`src/rtl/keypad_scan_fsm_pkg.sv`:
```
`default_nettype none
// ============================================================================
// Module      : keypad_scan_fsm_pkg
// Description : Shared types, default sizes and helper functions for the
//               matrix-keypad scanner.
//               - scan_state_t : scanner state encoding
//               - cnt_width()  : register width needed to hold 0..terminal
//               - lowest_zero_idx() : index of the lowest 0 bit in a vector
// Revision    : 1.0  initial release
// ============================================================================
package keypad_scan_fsm_pkg;

    typedef enum logic [1:0] {
        SCAN     = 2'd0,
        DEBOUNCE = 2'd1,
        HELD     = 2'd2
    } scan_state_t;

    localparam int c_DEF_NROWS        = 4;
    localparam int c_DEF_NCOLS        = 4;
    localparam int c_DEF_SETTLE_CYC   = 4;
    localparam int c_DEF_DEBOUNCE_CYC = 20;
    localparam int c_DEF_RPT_DLY      = 5000;
    localparam int c_DEF_RPT_PER      = 1000;

    // Widest column vector the index helper can search.
    localparam int c_MAX_LINES = 64;

    // Bits needed for a counter running 0..terminal; a terminal of 0 still
    // needs one bit of storage.
    function automatic int cnt_width(input int terminal);
        return (terminal < 1) ? 1 : $clog2(terminal + 1);
    endfunction

    // Lowest-index 0 bit wins; callers pad unused upper bits with 1.
    function automatic int lowest_zero_idx(input logic [c_MAX_LINES-1:0] v);
        int idx;
        idx = 0;
        for (int i = c_MAX_LINES - 1; i >= 0; i--) begin
            if (!v[i]) idx = i;
        end
        return idx;
    endfunction

endpackage
`default_nettype wire

```
`src/rtl/keypad_scan_fsm_if.sv`:
```
`default_nettype none
// ============================================================================
// Module      : keypad_scan_fsm_if
// Description : Keypad matrix and key-event bundle.
//               cols_sync : synchronised column sense, 0 = pressed
//               rows      : row drive, one bit low while scanning
//               key_valid : one-cycle key accepted pulse
//               key_row   : row index of accepted key
//               key_col   : column index of accepted key
//               key_held  : key accepted and not yet released
//               key_multi : more than one column low in the held row
//               master = scanner side, slave = matrix / consumer side.
// Revision    : 1.0  initial release
// ============================================================================
interface keypad_scan_fsm_if #(
    parameter int NROWS = 4,
    parameter int NCOLS = 4
) ();
    localparam int c_RW = $clog2(NROWS);
    localparam int c_CW = $clog2(NCOLS);

    logic [NCOLS-1:0] cols_sync;
    logic [NROWS-1:0] rows;
    logic             key_valid;
    logic [c_RW-1:0]  key_row;
    logic [c_CW-1:0]  key_col;
    logic             key_held;
    logic             key_multi;

    modport master (
        input  cols_sync,
        output rows, key_valid, key_row, key_col, key_held, key_multi
    );

    modport slave (
        output cols_sync,
        input  rows, key_valid, key_row, key_col, key_held, key_multi
    );
endinterface
`default_nettype wire

```
`src/rtl/keypad_scan_fsm_timer.sv`:
```
`default_nettype none
// ============================================================================
// Module      : keypad_timer
// Description : Saturating up-counter with synchronous clear, count enable
//               and a run-time terminal value.
//   clk      in   clock
//   reset_n  in   asynchronous active-low reset
//   clr_i    in   clear count to 0 (priority over enable)
//   en_i     in   count up while below terminal
//   term_i   in   terminal value
//   tc_o     out  count has reached terminal
// Revision    : 1.0  initial release
// ============================================================================
module keypad_timer
    import keypad_scan_fsm_pkg::*;
#(
    parameter int MAX_CNT = 1,
    parameter int WIDTH   = cnt_width(MAX_CNT)
) (
    input  logic             clk,
    input  logic             reset_n,
    input  logic             clr_i,
    input  logic             en_i,
    input  logic [WIDTH-1:0] term_i,
    output logic             tc_o
);

    logic [WIDTH-1:0] cnt_q;

    // Holding at both the run-time terminal and the build-time maximum keeps
    // the count from ever wrapping inside a state.
    always_ff @(posedge clk or negedge reset_n) begin
        if (!reset_n) begin
            cnt_q <= '0;
        end else if (clr_i) begin
            cnt_q <= '0;
        end else if (en_i && !tc_o && (cnt_q != WIDTH'(MAX_CNT))) begin
            cnt_q <= cnt_q + 1'b1;
        end
    end

    assign tc_o = (cnt_q >= term_i);

endmodule
`default_nettype wire

```
`src/rtl/keypad_scan_fsm.sv`:
```
`default_nettype none
// ============================================================================
// Module      : keypad_scan_fsm
// Description : Parametrised matrix-keypad scanner. Drives one row low at a
//               time, samples the synchronised columns, debounces press and
//               release, and reports the accepted key with a one-cycle event.
//   clk       in   clock, all state on posedge
//   reset_n   in   asynchronous active-low reset
//   bus       if   keypad_scan_fsm_if.master (cols_sync in; rows and key_*
//                  outputs, all registered)
// Build option: KEYPAD_AUTOREPEAT_EN adds RPT_DLY / RPT_PER and re-pulses
//               key_valid while a key stays held.
// Revision    : 1.0  initial release
// ============================================================================
module keypad_scan_fsm
    import keypad_scan_fsm_pkg::*;
#(
    parameter int NROWS        = c_DEF_NROWS,
    parameter int NCOLS        = c_DEF_NCOLS,
    parameter int SETTLE_CYC   = c_DEF_SETTLE_CYC,
    parameter int DEBOUNCE_CYC = c_DEF_DEBOUNCE_CYC
`ifdef KEYPAD_AUTOREPEAT_EN
    ,
    parameter int RPT_DLY      = c_DEF_RPT_DLY,
    parameter int RPT_PER      = c_DEF_RPT_PER
`endif
) (
    input  logic            clk,
    input  logic            reset_n,
    keypad_scan_fsm_if.master bus
);

    localparam int c_RW = $clog2(NROWS);
    localparam int c_CW = $clog2(NCOLS);
    localparam int c_SW = cnt_width(SETTLE_CYC - 1);
    localparam int c_DW = cnt_width(DEBOUNCE_CYC);

    // ------------------------------------------------------------------
    // State
    // ------------------------------------------------------------------
    scan_state_t      state_q,    state_d;
    logic [c_RW-1:0]  row_idx_q,  row_idx_d;   // scanned / candidate / held row
    logic [c_CW-1:0]  cand_col_q, cand_col_d;  // candidate / held column
    logic [NROWS-1:0] rows_q,     rows_d;
    logic             valid_q,    valid_d;
    logic [c_RW-1:0]  key_row_q,  key_row_d;
    logic [c_CW-1:0]  key_col_q,  key_col_d;
    logic             held_q,     held_d;
    logic             multi_q,    multi_d;
    // Low for the first cycle out of reset, when rows is still all-ones and
    // no row has actually been driven yet.
    logic             run_q;

    // ------------------------------------------------------------------
    // Timer controls and column decode
    // ------------------------------------------------------------------
    logic                   settle_clr, settle_en, settle_tc;
    logic                   db_clr, db_en, db_tc;
    logic [c_MAX_LINES-1:0] cols_pad;
    logic                   any_low;
    logic                   cand_low;
    logic [c_CW-1:0]        low_idx;
    logic [c_RW-1:0]        next_row;

    always_comb begin
        cols_pad              = '1;
        cols_pad[NCOLS-1:0]   = bus.cols_sync;
    end

    assign any_low  = ~(&bus.cols_sync);
    assign cand_low = ~bus.cols_sync[cand_col_q];
    assign low_idx  = c_CW'(lowest_zero_idx(cols_pad));
    assign next_row = (row_idx_q == c_RW'(NROWS - 1)) ? '0 : row_idx_q + 1'b1;

    keypad_timer #(
        .MAX_CNT (SETTLE_CYC - 1),
        .WIDTH   (c_SW)
    ) u_settle_timer (
        .clk     (clk),
        .reset_n (reset_n),
        .clr_i   (settle_clr),
        .en_i    (settle_en),
        .term_i  (c_SW'(SETTLE_CYC - 1)),
        .tc_o    (settle_tc)
    );

    // Shared between press debounce and release debounce; the two never
    // overlap and the count is cleared on every state change.
    keypad_timer #(
        .MAX_CNT (DEBOUNCE_CYC),
        .WIDTH   (c_DW)
    ) u_debounce_timer (
        .clk     (clk),
        .reset_n (reset_n),
        .clr_i   (db_clr),
        .en_i    (db_en),
        .term_i  (c_DW'(DEBOUNCE_CYC)),
        .tc_o    (db_tc)
    );

`ifdef KEYPAD_AUTOREPEAT_EN
    localparam int c_RPT_MAX = ((RPT_DLY > RPT_PER) ? RPT_DLY : RPT_PER) - 1;
    localparam int c_PW      = cnt_width(c_RPT_MAX);

    logic            rpt_first_q, rpt_first_d;  // waiting for the initial delay
    logic            rpt_clr, rpt_en, rpt_tc;
    logic [c_PW-1:0] rpt_term;

    // Terminal is one short of the interval because the pulse is registered.
    assign rpt_term = rpt_first_q ? c_PW'(RPT_DLY - 1) : c_PW'(RPT_PER - 1);

    keypad_timer #(
        .MAX_CNT (c_RPT_MAX),
        .WIDTH   (c_PW)
    ) u_repeat_timer (
        .clk     (clk),
        .reset_n (reset_n),
        .clr_i   (rpt_clr),
        .en_i    (rpt_en),
        .term_i  (rpt_term),
        .tc_o    (rpt_tc)
    );

    always_ff @(posedge clk or negedge reset_n) begin
        if (!reset_n) begin
            rpt_first_q <= 1'b0;
        end else begin
            rpt_first_q <= rpt_first_d;
        end
    end
`endif

    // ------------------------------------------------------------------
    // Next-state and output logic
    // ------------------------------------------------------------------
    always_comb begin
        state_d    = state_q;
        row_idx_d  = row_idx_q;
        cand_col_d = cand_col_q;
        valid_d    = 1'b0;
        key_row_d  = key_row_q;
        key_col_d  = key_col_q;
        held_d     = held_q;
        multi_d    = multi_q;
        settle_clr = 1'b1;
        settle_en  = 1'b0;
        db_clr     = 1'b1;
        db_en      = 1'b0;
`ifdef KEYPAD_AUTOREPEAT_EN
        rpt_clr     = 1'b1;
        rpt_en      = 1'b0;
        rpt_first_d = rpt_first_q;
`endif

        case (state_q)
            SCAN: begin
                settle_clr = 1'b0;
                settle_en  = run_q;
                if (run_q && settle_tc) begin
                    settle_clr = 1'b1;
                    if (any_low) begin
                        state_d    = DEBOUNCE;
                        cand_col_d = low_idx;
                    end else begin
                        row_idx_d  = next_row;
                    end
                end
            end

            DEBOUNCE: begin
                if (db_tc) begin
                    state_d   = HELD;
                    valid_d   = 1'b1;
                    key_row_d = row_idx_q;
                    key_col_d = cand_col_q;
                    held_d    = 1'b1;
`ifdef KEYPAD_AUTOREPEAT_EN
                    rpt_first_d = 1'b1;
`endif
                end else if (cand_low) begin
                    db_clr = 1'b0;
                    db_en  = 1'b1;
                end else begin
                    // Bounce: drop the candidate and carry on from the next row.
                    state_d   = SCAN;
                    row_idx_d = next_row;
                end
            end

            HELD: begin
                if (db_tc) begin
                    state_d   = SCAN;
                    row_idx_d = next_row;
                    held_d    = 1'b0;
                    multi_d   = 1'b0;
                end else begin
                    // Release count restarts on any low sample of the held column.
                    db_clr  = cand_low;
                    db_en   = ~cand_low;
                    multi_d = ($countones(~bus.cols_sync) > 1);
`ifdef KEYPAD_AUTOREPEAT_EN
                    rpt_clr = 1'b0;
                    rpt_en  = 1'b1;
                    // No repeat while the column already reads released.
                    if (rpt_tc && cand_low) begin
                        valid_d     = 1'b1;
                        rpt_clr     = 1'b1;
                        rpt_first_d = 1'b0;
                    end
`endif
                end
            end

            default: begin
                state_d = SCAN;
            end
        endcase

        rows_d = ~(NROWS'(1) << row_idx_d);
    end

    // ------------------------------------------------------------------
    // State registers
    // ------------------------------------------------------------------
    always_ff @(posedge clk or negedge reset_n) begin
        if (!reset_n) begin
            state_q    <= SCAN;
            row_idx_q  <= '0;
            cand_col_q <= '0;
            rows_q     <= '1;
            valid_q    <= 1'b0;
            key_row_q  <= '0;
            key_col_q  <= '0;
            held_q     <= 1'b0;
            multi_q    <= 1'b0;
            run_q      <= 1'b0;
        end else begin
            state_q    <= state_d;
            row_idx_q  <= row_idx_d;
            cand_col_q <= cand_col_d;
            rows_q     <= rows_d;
            valid_q    <= valid_d;
            key_row_q  <= key_row_d;
            key_col_q  <= key_col_d;
            held_q     <= held_d;
            multi_q    <= multi_d;
            run_q      <= 1'b1;
        end
    end

    assign bus.rows      = rows_q;
    assign bus.key_valid = valid_q;
    assign bus.key_row   = key_row_q;
    assign bus.key_col   = key_col_q;
    assign bus.key_held  = held_q;
    assign bus.key_multi = multi_q;

endmodule
`default_nettype wire

```
`src/flat_wrapper.sv`:
```
// flat-port wrapper written by rule: the top's interface ports become plain ports
module keypad_scan_fsm_flat import keypad_scan_fsm_pkg::*;
#(
    parameter int NROWS        = c_DEF_NROWS,
    parameter int NCOLS        = c_DEF_NCOLS,
    parameter int SETTLE_CYC   = c_DEF_SETTLE_CYC,
    parameter int DEBOUNCE_CYC = c_DEF_DEBOUNCE_CYC

)
  (clk, reset_n, bus_cols_sync, bus_rows, bus_key_valid, bus_key_row, bus_key_col, bus_key_held, bus_key_multi);
  keypad_scan_fsm_if #(.NROWS(NROWS), .NCOLS(NCOLS)) bus_i ();
  input  logic clk;
  input  logic reset_n;
  input wire logic [$bits(bus_i.cols_sync)-1:0] bus_cols_sync;
  output wire logic [$bits(bus_i.rows)-1:0] bus_rows;
  output wire logic [$bits(bus_i.key_valid)-1:0] bus_key_valid;
  output wire logic [$bits(bus_i.key_row)-1:0] bus_key_row;
  output wire logic [$bits(bus_i.key_col)-1:0] bus_key_col;
  output wire logic [$bits(bus_i.key_held)-1:0] bus_key_held;
  output wire logic [$bits(bus_i.key_multi)-1:0] bus_key_multi;
  assign bus_i.cols_sync = bus_cols_sync;
  assign bus_rows = bus_i.rows;
  assign bus_key_valid = bus_i.key_valid;
  assign bus_key_row = bus_i.key_row;
  assign bus_key_col = bus_i.key_col;
  assign bus_key_held = bus_i.key_held;
  assign bus_key_multi = bus_i.key_multi;
  keypad_scan_fsm #(.NROWS(NROWS), .NCOLS(NCOLS), .SETTLE_CYC(SETTLE_CYC), .DEBOUNCE_CYC(DEBOUNCE_CYC)) u_core (.clk(clk), .reset_n(reset_n), .bus(bus_i));
endmodule
```
`config.mk`:
```
export PLATFORM = sky130hd
export DESIGN_NAME = keypad_scan_fsm_flat
export DESIGN_NICKNAME = d
export VERILOG_FILES = /design/src/rtl/keypad_scan_fsm_pkg.sv /design/src/rtl/keypad_scan_fsm_if.sv /design/src/rtl/keypad_scan_fsm_timer.sv /design/src/rtl/keypad_scan_fsm.sv /design/src/flat_wrapper.sv
export SDC_FILE = /design/constraint.sdc
export NUM_CORES = 1
export LEC_CHECK = 0
export ABC_AREA = 1
export CAP_MARGIN = 10
export CORE_MARGIN = 1.5
export CORE_UTILIZATION = 59
export CTS_CLUSTER_SIZE = 28
export DETAILED_ROUTE_END_ITERATION = 10
export MAX_ROUTING_LAYER = met4
export PLACE_DENSITY = 0.83
export REMOVE_ABC_BUFFERS = 1
export SYNTH_ARGS = -nofsm -noshare
export SYNTH_HDL_FRONTEND = slang
export SYNTH_SLANG_ARGS = --single-unit
```
`constraint.sdc`:
```
create_clock -name clk -period 4.4 [get_ports clk]
set_input_delay 0.44 -clock clk [delete_from_list [all_inputs] [get_ports clk]]
set_output_delay 0.44 -clock clk [all_outputs]
set_load 0.01 [all_outputs]
```
; After elaboration in Yosys (flattened, before gate mapping)
; Cells that the tools add are included.
[classes]
addsub = 6
n_lt_le_gt_ge = 4
n_eq_ne = 10
shift = 1
n_mux = 40
n_bitwise = 4
reduce_logical = 16
[ops]
columns = cell, count
row1 = 2-bit 2-to-1 mux, 17
row2 = 32-bit adder, 1
row3 = 32-bit by 2-bit greater-than comparator with 1-bit output (second input constant), 1
row4 = 1-bit 2-to-1 mux, 15
row5 = 2-bit case mux with 3 select lines, 2
row6 = 5-bit 2-to-1 mux, 2
row7 = 2-bit inequality test (second input constant), 4
row8 = 4-bit inverter, 2
row9 = 4-bit AND reduction, 2
row10 = 1-bit case mux with 2 select lines, 3
row11 = 3-bit AND reduction, 2
row12 = 2-bit nonzero test, 3
row13 = 5-bit by 1-bit adder with 5-bit output (second input constant), 1
row14 = 5-bit greater-or-equal comparator (second input constant), 1
row15 = 1-bit logical AND, 5
row16 = 5-bit inequality test (second input constant), 1
row17 = 1-bit by 1-bit adder with 2-bit output, 2
row18 = 2-bit by 1-bit adder with 2-bit output (second input constant), 2
row19 = 2-bit == test (second input constant), 2
row20 = 1-bit by 2-bit << shifter with 4-bit output (first input constant), 1
row21 = 2-bit by 3-bit < comparator with 1-bit output (second input constant), 1
row22 = 3-bit by 2-bit inequality test with 1-bit output (second input constant), 1
row23 = 1-bit binary-select mux with 2-bit select, 1
row24 = 2-bit by 1-bit == test with 1-bit output (second input constant), 1
row25 = 6 further kinds, 8
[word_totals]
register_bits = 25
out_inout_bits = 11

; Longest topological paths before layout
; Gate-level depths: netlist of the first run.
[depth]
depth_word = 9
mapped_depth = 11
ltp_nobuf = 11

; Cells and area by module
; Synthesis of the first run repeated with hierarchy kept, for this count alone.
[unflattened]
cells_unflattened = 226
hier_area_um2 = 1727.9
[modules_own_cells]
columns = module, n_inst, cells_per_inst, area_each_um2
row1 = keypad_scan_fsm, 1, 123, 1014.7
row2 = keypad_timer at u_core.u_debounce_timer, 1, 76, 523.0
row3 = keypad_timer at u_core.u_settle_timer, 1, 27, 190.2

; Worst setup path after synthesis of the first run
; Ideal clock, no wire load.
[synth_path]
kind = input to register
startpoint = input port bus_cols_sync[1]
endpoint = register u_core.multi_q, in the netlist u_core.bus.key_multi
setup_ns = 0.118
arrival_ns = 1.406
path_slack_ns = 2.876
stages = 7
path_cell_list = inv_1 ha_1 nand2_1 fa_1 nand2_1 nand3_1 nand2_1
[synth_between]
elab_chain_len = 5
[synth_rtl]
columns = element, line
row1 = "start, declared", flat_wrapper.sv:14  ; input wire logic [$bits(bus_i.cols_sync)-1:0] bus_cols_sync;
row2 = 4-bit inverter, keypad_scan_fsm.sv:200  ; multi_d = ($countones(~bus.cols_sync) > 1);
row3 = 1-bit by 1-bit adder with 2-bit output (implied by the code), keypad_scan_fsm.sv:200
row4 = 32-bit adder (implied by the code), keypad_scan_fsm.sv:200
row5 = 32-bit by 2-bit greater-than comparator with 1-bit output, keypad_scan_fsm.sv:200
row6 = 1-bit 2-to-1 mux, keypad_scan_fsm.sv:191  ; if (db_tc) begin
row7 = "end signal, assigned", keypad_scan_fsm.sv:246  ; multi_q <= multi_d;
row8 = "end, declared", keypad_scan_fsm.sv:49  ; logic multi_q, multi_d;
; Every way passes these cells.
; A chain may end at the register's enable or synchronous reset.

; Worst setup path after layout of the first run
[layout_path]
startpoint = register u_core.rows_q[0], in the netlist u_core.bus.rows[0]
endpoint = output port bus_rows[0]
[layout_rtl]
columns = element, line
row1 = "start, declared", keypad_scan_fsm.sv:44  ; logic [NROWS-1:0] rows_q, rows_d;
row2 = "start signal, assigned", keypad_scan_fsm.sv:241  ; rows_q <= rows_d;
row3 = "end, declared", flat_wrapper.sv:15  ; output wire logic [$bits(bus_i.rows)-1:0] bus_rows;
; No word-level cell between the ends.

==> out/metrics.csv, run 1 <==
stage,metric,value,unit
route,Remaining DRCs,0,
sta,Least-Margin Pin Slew,617.0,ps
route,routed length per instance,12.88,um
clock_tree,CTS H-tree lvls,1,
power_and_ir_drop,VDD IR-drop max,0.0002846,V
final_layout,"Design Area, Final",1734,um^2
sta,RSZ-0062 raised after global routing,no,
synthesis,Synth async-reset ratio,1.000,
synthesis,most instantiated cells after synthesis,"nand2_1 (43), inv_1 (22), dfrtp_1 (21)",
place,Port Buf Inserts,16,
final_layout,P&R area growth vs syn,16.27,%
run,Max Cap Violations,0,
critical_path,Top delay family on crit path,flip-flops,
sta,Final min period,1835,ps
synthesis,largest family of logic cells by synthesized area,simple AND/OR/NAND/NOR gates,
die,I/O pin total,17,
power_and_ir_drop,P_leak,0.8970,nW
synthesis,top-count cell post-synth,nand2_1,
critical_path,critical path data required time,3960,ps
sta,Slew Limit Fails,0,
grt,first-pass GRT wire length,4843,um
place,placed cell count,218,
sta,setup_tns,0,ps
sta,Max-slew headroom,0.5874,
die,num rows,18,
place,Setup WS pre-CTS,2225,ps
route,Detailed Route WL,2873,um
clock_tree,CTS Hold Bufs,0,
power_and_ir_drop,Combinational Power Share,0.460,
synthesis,synth unique cells,33,
clock_tree,Post CTS Setup Buffer Count,0,
power_and_ir_drop,clock power share,0.137,
synthesis,synth warn,0,
power_and_ir_drop,Pwr Density,449.1,nW/um^2
critical_path,CP bufs+invs,1,
final_layout,ratio of cells with drive above 1 in the final layout,0.1762,
synthesis,Post-synth EDFFs,0,
sta,WHS,478.4,ps
clock_tree,Num CTS Buffers,3,
die,Die Wd,53.28,um
die,core region area,2432,um^2
synthesis,Post-Synth Adder-Cell Area,0.1225,
worst_hold_path,Hold WC Path Type,primary input to asynchronous set/reset pin,
final_layout,Post-Layout Cell Count,223,
synthesis,Compound-Gate Fraction of Synth Area,0.07047,
grt,largest net degree at the start of global routing,26,
clock_tree,clock sinks,25,
power_and_ir_drop,P_int,451.4,uW
critical_path,CP Launch Type,register,
synthesis,Mapped Avg Cell Area,8.671,um^2
synthesis,Synth area leaders,"dfrtp_1 (35%), ha_1 (11%), nand2_1 (11%), dfstp_2 (7.0%), inv_1 (5.5%)",
route,Initial DRC Count,23,
synthesis,Post-Syn Area,1491,um^2
die,die area,2838,um^2
place,HPWL after DPL,2209,um
clock_tree,clock insertion delay at the later pin of the skew report,330,ps
sta,worst setup margin,2565,ps
synthesis,sequential area share after synthesis,0.4228,
route,DR vias,1162,
final_layout,Total Nets Final,214,
clock_tree,Clock Pin Slew Worst Setup and Hold Paths,140,ps
route,"antenna viol nets, final",0,
synthesis,Post-Synth Simple-Gate Area,0.2878,
sta,"Hold Vio Cnt, Final",0,
synthesis,mux share of post-synthesis cell area,0,
sta,clock skew,4.362,ps
power_and_ir_drop,sw power,327.4,uW
grt,vias in the first global route,1147,
critical_path,CP max stage delay,540,ps
clock_tree,Post-CTS Resized,0,
critical_path,Setup CP Type,register to primary output,
sta,# setup viols final,0,
grt,GRT Util Overall,0.2429,
critical_path,crit end category,primary output,
sta,Fmax,0.5451,GHz
critical_path,CP max FO,1,
synthesis,fraction of synthesized cell area taken by the top area cell type,0.3523,
clock_tree,clk root buf,clkbuf_4,
synthesis,Synth Flop Type,dfrtp_1,
clock_tree,CTS tree,yes,
die,initial cell density of the core,0.6132,
critical_path,worst-path cell chain,clkdlybuf4s50_1,
die,Die Height,53.28,um
place,area post-placement,1689,um^2
power_and_ir_drop,Overall Power,778.8,uW
route,1st-pass router iterations,4,
critical_path,Critical Path Slowest Stage Cell,dfstp_2,
final_layout,"Core Util, Final",0.7130,
sta,crit share post-route,0.4170,
clock_tree,CTS Buffer Depth,2,
final_layout,diodes inserted,0,
synthesis,"area leader, netlist",dfrtp_1,
critical_path,worst path arrival time,1390,ps
synthesis,number of synthesized register bits,25,
synthesis,Syn Inst Count,172,
route,Via density,5.211,
grt,grt total ovfl,0,
power_and_ir_drop,switching share of total power,0.4204,
run_status,outcome,"complete, no violations",
place,final RePlAce weighted congestion,0.9490,
synthesis,xor/xnor cell area share of the yosys netlist,0.02349,
grt,antenna violations before repair,0,
power_and_ir_drop,Reg power frac,0.403,
==> power by group through the flow <==
| stage | clock network [mW] | logic, mW | registers (mW) |
|---|---|---|---|
| floorplan | 0 | 0.257 | 0.321 |
| global placement | 0 | 0.338 | 0.317 |
| detailed placement | 0 | 0.352 | 0.319 |
| CTS | 0.112 | 0.355 | 0.314 |
| global route | 0.117 | 0.403 | 0.319 |
| finish | 0.107 | 0.358 | 0.314 |
==> cell usage in the layout (no fill, tap or decap), types with 2 or more instances in the layout <==
cell	instances
nor2_2	2
inv_2	6
dfstp_2	4
nand2_1	43
nand2_2	6
nor3_1	2
nand3_2	2
clkbuf_4	3
nand3_1	15
ha_1	13
xor2_1	3
nand4_1	6
o21ai_0	3
nor2_1	3
dfrtp_1	21
o21ai_1	4
inv_1	22
clkdlybuf4s50_1	16
==> flip-flops by register name, summed over array words and instances, names as in the netlist, 2 cells and up <==
signal                         cells
u_core.state_q                     2
u_core.bus.key_col                 2
u_core.bus.key_row                 2
u_core.cand_col_q                  2
u_core.u_debounce_timer.cnt_q      5
u_core.row_idx_q                   2
u_core.u_settle_timer.cnt_q        2
u_core.bus.rows                    4
==> path summary, 6_finish.rpt <==
check / startpoint / endpoint / slack [ps] / depth (start not counted)
max: u_core.bus.rows[0] / bus_rows[0] / 2570 / 1
min: reset_n / u_core.state_q[0] / 480 / 1
max reg2reg: u_core.state_q[0] / u_core.u_debounce_timer.cnt_q[1] / 2680 / 7
min reg2reg: u_core.bus.key_row[0] / u_core.bus.key_row[0] / 490 / 2
max in group asynchronous: reset_n / u_core.bus.rows[2] / 3340 / 2
min in group clk: u_core.bus.key_row[0] / u_core.bus.key_row[0] / 490 / 2
==> final cells by class <==
| type | instances | area [um^2] |
|---|---|---|
| clock inverters | 1 | 7.507 |
| fillers | 189 | 698.2 |
| repair buffers | 17 | 175.2 |
| clock buffers | 3 | 22.52 |
| well taps | 30 | 37.54 |
| multi-input cells | 119 | 755.7 |
| inverters | 28 | 105.1 |
| flip-flops and latches | 25 | 630.6 |
==> logic make-up (layout without fill, tap and decap cells) <==
logic type | after synthesis | in the layout
xor gates and xnor gates | 4 | 4
AOI/OAI and AO/OA | 15 | 15
DFF | 25 | 25
adders and majority gates | 14 | 14
buffers and inverters | 28 | 49
other | 1 | 1
and+or+nand+nor | 85 | 85
==> per-layer routing <==
metal	global-route usage	part of all wire
met4	0.1068	0.019
met5	-	0
met1	0.2844	0.44
met2	0.4115	0.51
met3	0.03672	0.030
Note: power is estimated with default switching activity, not from simulation.
==> run 2, diff against run 1 <==
--- a/config.mk
+++ b/config.mk
@@ -8,11 +8,11 @@
 export ABC_AREA = 1
 export CAP_MARGIN = 10
 export CORE_MARGIN = 1.5
-export CORE_UTILIZATION = 59
+export CORE_UTILIZATION = 55
 export CTS_CLUSTER_SIZE = 28
 export DETAILED_ROUTE_END_ITERATION = 10
 export MAX_ROUTING_LAYER = met4
-export PLACE_DENSITY = 0.83
+export PLACE_DENSITY = 0.78
 export REMOVE_ABC_BUFFERS = 1
 export SYNTH_ARGS = -nofsm -noshare
 export SYNTH_HDL_FRONTEND = slang
==> constraint.sdc (replaced) <==
create_clock -name clk -period 1.85 [get_ports clk]
set_input_delay 0.185 -clock clk [delete_from_list [all_inputs] [get_ports clk]]
set_output_delay 0.185 -clock clk [all_outputs]
set_load 0.01 [all_outputs]
==> run 2 against run 1 <==
Combinational power grew 140%. Flip-flop and latch count is the same. Hold slack lost 270 ps. First-iteration DRC count is the same. Count of clock-buffer cells in the layout is the same. Setup slack lost 2300 ps. Clock skew grew 3.7 ps. Die area grew 6.9%. Design area grew 1.7%. Sequential power grew 140%.
==> out/metrics.csv, run 2 (synthesized netlist as in run 1, its figures left out) <==
stage,metric,value,unit
run_status,outcome,"complete, no violations",
final_layout,diodes inserted,0,
sta,setup_tns,0,ps
place,HPWL after DPL,2293,um
final_layout,most frequent cells in the layout,"nand2_1 (43), inv_1 (22), dfrtp_1 (21)",
die,I/O pin total,17,
sta,clock skew,8.016,ps
final_layout,P&R area growth vs syn,18.29,%
grt,largest net degree at the start of global routing,26,
final_layout,Reg with most FFs,u_core.u_debounce_timer.cnt_q,
die,num rows,18,
final_layout,Total Nets Final,219,
sta,Slew Limit Fails,0,
critical_path,R2R Path End,u_core.u_debounce_timer.cnt_q[4],
final_layout,"Core Util, Final",0.6994,
clock_tree,CTS Hold Bufs,0,
critical_path,Setup CP Type,register to register,
clock_tree,CTS tree,yes,
clock_tree,Post-CTS Resized,0,
route,1st-pass router iterations,4,
sta,RSZ-0062 raised after global routing,no,
sta,crit share post-route,0.8618,
clock_tree,Post CTS Setup Buffer Count,0,
critical_path,Critical Path Start,u_core.state_q[0],
power_and_ir_drop,sw power,770.7,uW
run,Max Cap Violations,0,
critical_path,critical path data required time,2130,ps
route,routed length per instance,12.60,um
power_and_ir_drop,Reg power frac,0.404,
sta,# setup viols final,0,
critical_path,r2r setup slk,260,ps
grt,GRT Util Overall,0.2170,
power_and_ir_drop,Overall Power,1.849,mW
place,Port Buf Inserts,16,
die,core region area,2522,um^2
route,DR vias,1215,
place,placed cell count,224,
route,Remaining DRCs,0,
critical_path,worst path arrival time,1870,ps
critical_path,Worst Setup EP,u_core.u_debounce_timer.cnt_q[4],
sta,Final min period,1594,ps
clock_tree,Clock Pin Slew Worst Setup and Hold Paths,140,ps
route,Detailed Route WL,2872,um
critical_path,Worst R2R Start,u_core.state_q[0],
power_and_ir_drop,P_int,1.078,mW
final_layout,Largest register FFs,5,
clock_tree,CTS H-tree lvls,1,
final_layout,Post-Layout Cell Count,228,
grt,first-pass GRT wire length,4560,um
sta,"Hold Vio Cnt, Final",0,
die,Die Wd,55.08,um
die,die area,3033,um^2
clock_tree,CTS Buffer Depth,2,
power_and_ir_drop,P_leak,0.9191,nW
clock_tree,Num CTS Buffers,3,
route,Via density,5.329,
worst_hold_path,Hold WC Path Type,primary input to asynchronous set/reset pin,
power_and_ir_drop,clock power share,0.134,
critical_path,Reg2Reg Depth,7,
grt,vias in the first global route,1121,
clock_tree,clk root buf,clkbuf_4,
clock_tree,clock sinks,25,
final_layout,"commonest non-fill, non-tap cell in the layout",nand2_1,
sta,WHS,208.0,ps
sta,Fmax,0.6273,GHz
grt,antenna violations before repair,0,
final_layout,ratio of cells with drive above 1 in the final layout,0.1970,
critical_path,crit end category,register,
critical_path,CP max FO,6,
route,"antenna viol nets, final",0,
power_and_ir_drop,switching share of total power,0.4169,
power_and_ir_drop,Pwr Density,1048,nW/um^2
route,Initial DRC Count,23,
place,final RePlAce weighted congestion,0.7915,
die,initial cell density of the core,0.5913,
power_and_ir_drop,VDD IR-drop max,0.0007119,V
power_and_ir_drop,Combinational Power Share,0.462,
clock_tree,clock insertion delay at the later pin of the skew report,320,ps
grt,grt total ovfl,0,
critical_path,CP Launch Type,register,
die,Die Height,55.08,um
-- run 2: cell count changes in the layout (fill, tap and decap cells not counted), sizes merged --
cell  delta
buf      +5
-- run 2: per-stage QoR --
stage	cell area, um^2	setup WS, ps
after global routing	1764	143.5
after floorplan	1491	465.6
after CTS	1764	249.1
after detailed placement	1734	-48.41
final	1764	255.7
after global placement	1734	45.17
-- run 2: routing by layer --
layer | global-route usage | vias up | part of all wire
met5 | - | - | 0
met4 | 0.08537 | 0 | 0.018
met3 | 0.02688 | 7 | 0.033
met2 | 0.3948 | 22 | 0.52
met1 | 0.2401 | 583 | 0.42
li1 | - | 603 | -
-- run 2: worst max-delay path: stages (launching register included) --
cell     delay, ps
dfrtp_1        420
inv_1           80
ha_1           340
inv_1          100
nor2_4         170
and3_2         260
nand3_1        100
nand2_1         70
-- run 2: worst min-delay path by stage --
stage / startpoint / end / cells after the start
floorplan: reset_n / u_core.bus.key_col[0] / 0
global placement: u_core.bus.key_row[0] / u_core.bus.key_row[0] / 2
detailed placement: u_core.bus.key_row[0] / u_core.bus.key_row[0] / 2
CTS: reset_n / u_core.u_debounce_timer.cnt_q[3] / 2
global route: reset_n / u_core.u_settle_timer.cnt_q[1] / 2
finish: reset_n / u_core.bus.key_held / 2
-- run 2: cell type report --
cell class              count  area [um^2]
inverters                  28        105.1
fillers                   201        758.2
clock buffers               3        22.52
clock inverters             1        7.507
well taps                  30        37.54
multi-input cells         119        755.7
repair buffers             22        205.2
flip-flops and latches     25        630.6
-- run 2: power by group through the flow --
stage	clock network, mW	registers, mW	logic [mW]
global placement	0	0.754	0.813
finish	0.247	0.747	0.855
global route	0.279	0.761	0.955
detailed placement	0	0.759	0.853
CTS	0.264	0.748	0.864
floorplan	0	0.764	0.611
==> run 3, diff against run 2 <==
--- a/config.mk
+++ b/config.mk
@@ -8,11 +8,10 @@
 export ABC_AREA = 1
 export CAP_MARGIN = 10
 export CORE_MARGIN = 1.5
-export CORE_UTILIZATION = 55
+export CORE_UTILIZATION = 35
 export CTS_CLUSTER_SIZE = 28
 export DETAILED_ROUTE_END_ITERATION = 10
 export MAX_ROUTING_LAYER = met4
-export PLACE_DENSITY = 0.78
 export REMOVE_ABC_BUFFERS = 1
 export SYNTH_ARGS = -nofsm -noshare
 export SYNTH_HDL_FRONTEND = slang
==> run 3 against run 2 <==
Register-to-register slack is essentially flat. Sequential power grew 0.5%. Wire length shrank 8.1%. First-iteration DRC count grew to 2.6 times the previous value. Critical endpoint is now u_core.u_debounce_timer.cnt_q[2].
==> out/metrics.csv, run 3 (synthesized netlist as in run 1, its figures left out) <==
stage,metric,value,unit
sta,# setup viols final,0,
sta,Fmax,0.6224,GHz
final_layout,ratio of cells with drive above 1 in the final layout,0.1929,
place,placed cell count,243,
power_and_ir_drop,Combinational Power Share,0.434,
critical_path,crit end category,register,
clock_tree,CTS H-tree lvls,1,
place,area post-placement,1752,um^2
critical_path,critical path data required time,2020,ps
place,Port Buf Inserts,16,
run_status,outcome,"complete, no violations",
route,metal2 WL,1224,um
final_layout,"commonest non-fill, non-tap cell in the layout",nand2_1,
grt,largest net degree at the start of global routing,26,
power_and_ir_drop,P_int,1.147,mW
route,routed length per instance,10.68,um
power_and_ir_drop,switching share of total power,0.4014,
final_layout,Post-Layout Cell Count,247,
clock_tree,Num CTS Buffers,3,
clock_tree,clock sinks,25,
route,Detailed Route WL,2638,um
power_and_ir_drop,Reg power frac,0.392,
clock_tree,CTS Buffer Depth,2,
final_layout,"Design Area, Final",1800,um^2
grt,first-pass GRT wire length,4671,um
route,"antenna viol nets, final",0,
worst_hold_path,Hold WC Path Type,primary input to asynchronous set/reset pin,
sta,crit share post-route,0.8685,
final_layout,diodes inserted,0,
final_layout,Filler cells,397,
grt,vias in the first global route,1090,
sta,Slew Limit Fails,0,
sta,RSZ-0062 raised after global routing,no,
power_and_ir_drop,clock power share,0.174,
critical_path,CP Launch Type,register,
die,core region area,4058,um^2
power_and_ir_drop,Pwr Density,1064,nW/um^2
sta,clock skew,6.534,ps
grt,antenna violations before repair,0,
final_layout,Largest register FFs,5,
power_and_ir_drop,P_leak,0.9214,nW
route,Remaining DRCs,0,
route,1st-pass router iterations,4,
die,num rows,23,
die,die area,4662,um^2
final_layout,P&R area growth vs syn,20.72,%
final_layout,Total Nets Final,218,
clock_tree,Clock Pin Slew Worst Setup and Hold Paths,90,ps
place,final RePlAce weighted congestion,0.8331,
clock_tree,CTS tree,yes,
die,Die Height,68.28,um
die,I/O pin total,17,
clock_tree,Post-CTS Resized,0,
die,initial cell density of the core,0.3676,
sta,"Hold Vio Cnt, Final",0,
clock_tree,clock insertion delay at the later pin of the skew report,270,ps
sta,Final min period,1607,ps
final_layout,Reg with most FFs,u_core.u_debounce_timer.cnt_q,
route,Via density,4.603,
grt,grt total ovfl,0,
critical_path,Setup CP Type,register to register,
clock_tree,CTS Hold Bufs,0,
critical_path,CP max FO,7,
place,HPWL after DPL,2053,um
die,Die Wd,68.28,um
clock_tree,Post CTS Setup Buffer Count,0,
critical_path,worst path arrival time,1780,ps
route,met3 wire length,94,um
grt,GRT Util Overall,0.1367,
route,Top Metal Used,met4,
route,DR vias,1137,
final_layout,most frequent cells in the layout,"nand2_1 (43), inv_1 (22), dfrtp_1 (21)",
route,Initial DRC Count,59,
power_and_ir_drop,sw power,769.3,uW
power_and_ir_drop,VDD IR-drop max,0.0005075,V
route,Met1 Wirelength,1303,um
clock_tree,clk root buf,clkbuf_8,
run,Max Cap Violations,0,
sta,setup_tns,0,ps
run 3: changes by cell type in the layout (fill, tap and decap cells not counted):
cell,delta
buf_4,-1
clkbuf_8,+3
clkbuf_4,-3
run 3: power groups by stage:
| stage | Combinational [mW] | Sequential, mW | Clock, mW |
|---|---|---|---|
| after CTS | 0.841 | 0.752 | 0.350 |
| after floorplan | 0.611 | 0.764 | 0 |
| after detailed placement | 0.838 | 0.762 | 0 |
| after global placement | 0.831 | 0.760 | 0 |
| final | 0.833 | 0.751 | 0.333 |
| after global routing | 0.957 | 0.766 | 0.367 |
run 3: worst paths after layout:
check / start / endpoint / slack [ps] / cells after the start
min in group clk: u_core.bus.key_multi / u_core.bus.key_multi / 480 / 2
worst max-delay path: u_core.state_q[0] / u_core.u_debounce_timer.cnt_q[2] / 240 / 7
worst min-delay path: reset_n / u_core.bus.key_row[1] / 260 / 2
max in group asynchronous: reset_n / u_core.bus.rows[3] / 1300 / 2
worst max register to register: u_core.state_q[0] / u_core.u_debounce_timer.cnt_q[2] / 240 / 7
worst min register to register: u_core.bus.key_multi / u_core.bus.key_multi / 480 / 2
run 3: layout make-up:
| type | count | area, um^2 | share of cell area |
|---|---|---|---|
| Sequential cell | 25 | 630.6 | 0.3502 |
| Timing Repair Buffer | 21 | 197.7 | 0.1098 |
| Clock inverter | 1 | 7.507 | 0.004170 |
| Inverter | 28 | 105.1 | 0.05837 |
| Multi-Input combinational cell | 119 | 755.7 | 0.4197 |
| Tap cell | 50 | 62.56 | 0.03475 |
| Clock buffer | 3 | 41.29 | 0.02293 |
run 3: metal layers:
metal | vias up | global-route usage
met4 | 0 | 0.02250
met2 | 19 | 0.2306
met3 | 2 | 0.03454
li1 | 597 | -
met5 | - | -
met1 | 519 | 0.1679
run 3: worst max-delay path: stages (launching register included):
cell and delay (ps):
dfrtp_1 420, inv_1 100, ha_1 330, inv_1 150
o21ai_4 240, nand2_2 120, nand3_1 90, nand2_1 50
run 3: through the flow:
| stage | setup slack [ps] | power [mW] | util | hold WS (ps) |
|---|---|---|---|---|
| finish | 243.3 | 1.917 | 0.4437 | 259.7 |
| global route | 103.6 | 2.091 | 0.4437 | 309.9 |
| CTS | 215.5 | 1.943 | 0.4437 | 266.3 |
| detailed placement | 0.6858 | 1.599 | 0.4317 | 464.6 |
| global placement | 41.07 | 1.591 | 0.4317 | 464.9 |
| floorplan | 465.6 | 1.376 | - | -110.6 |
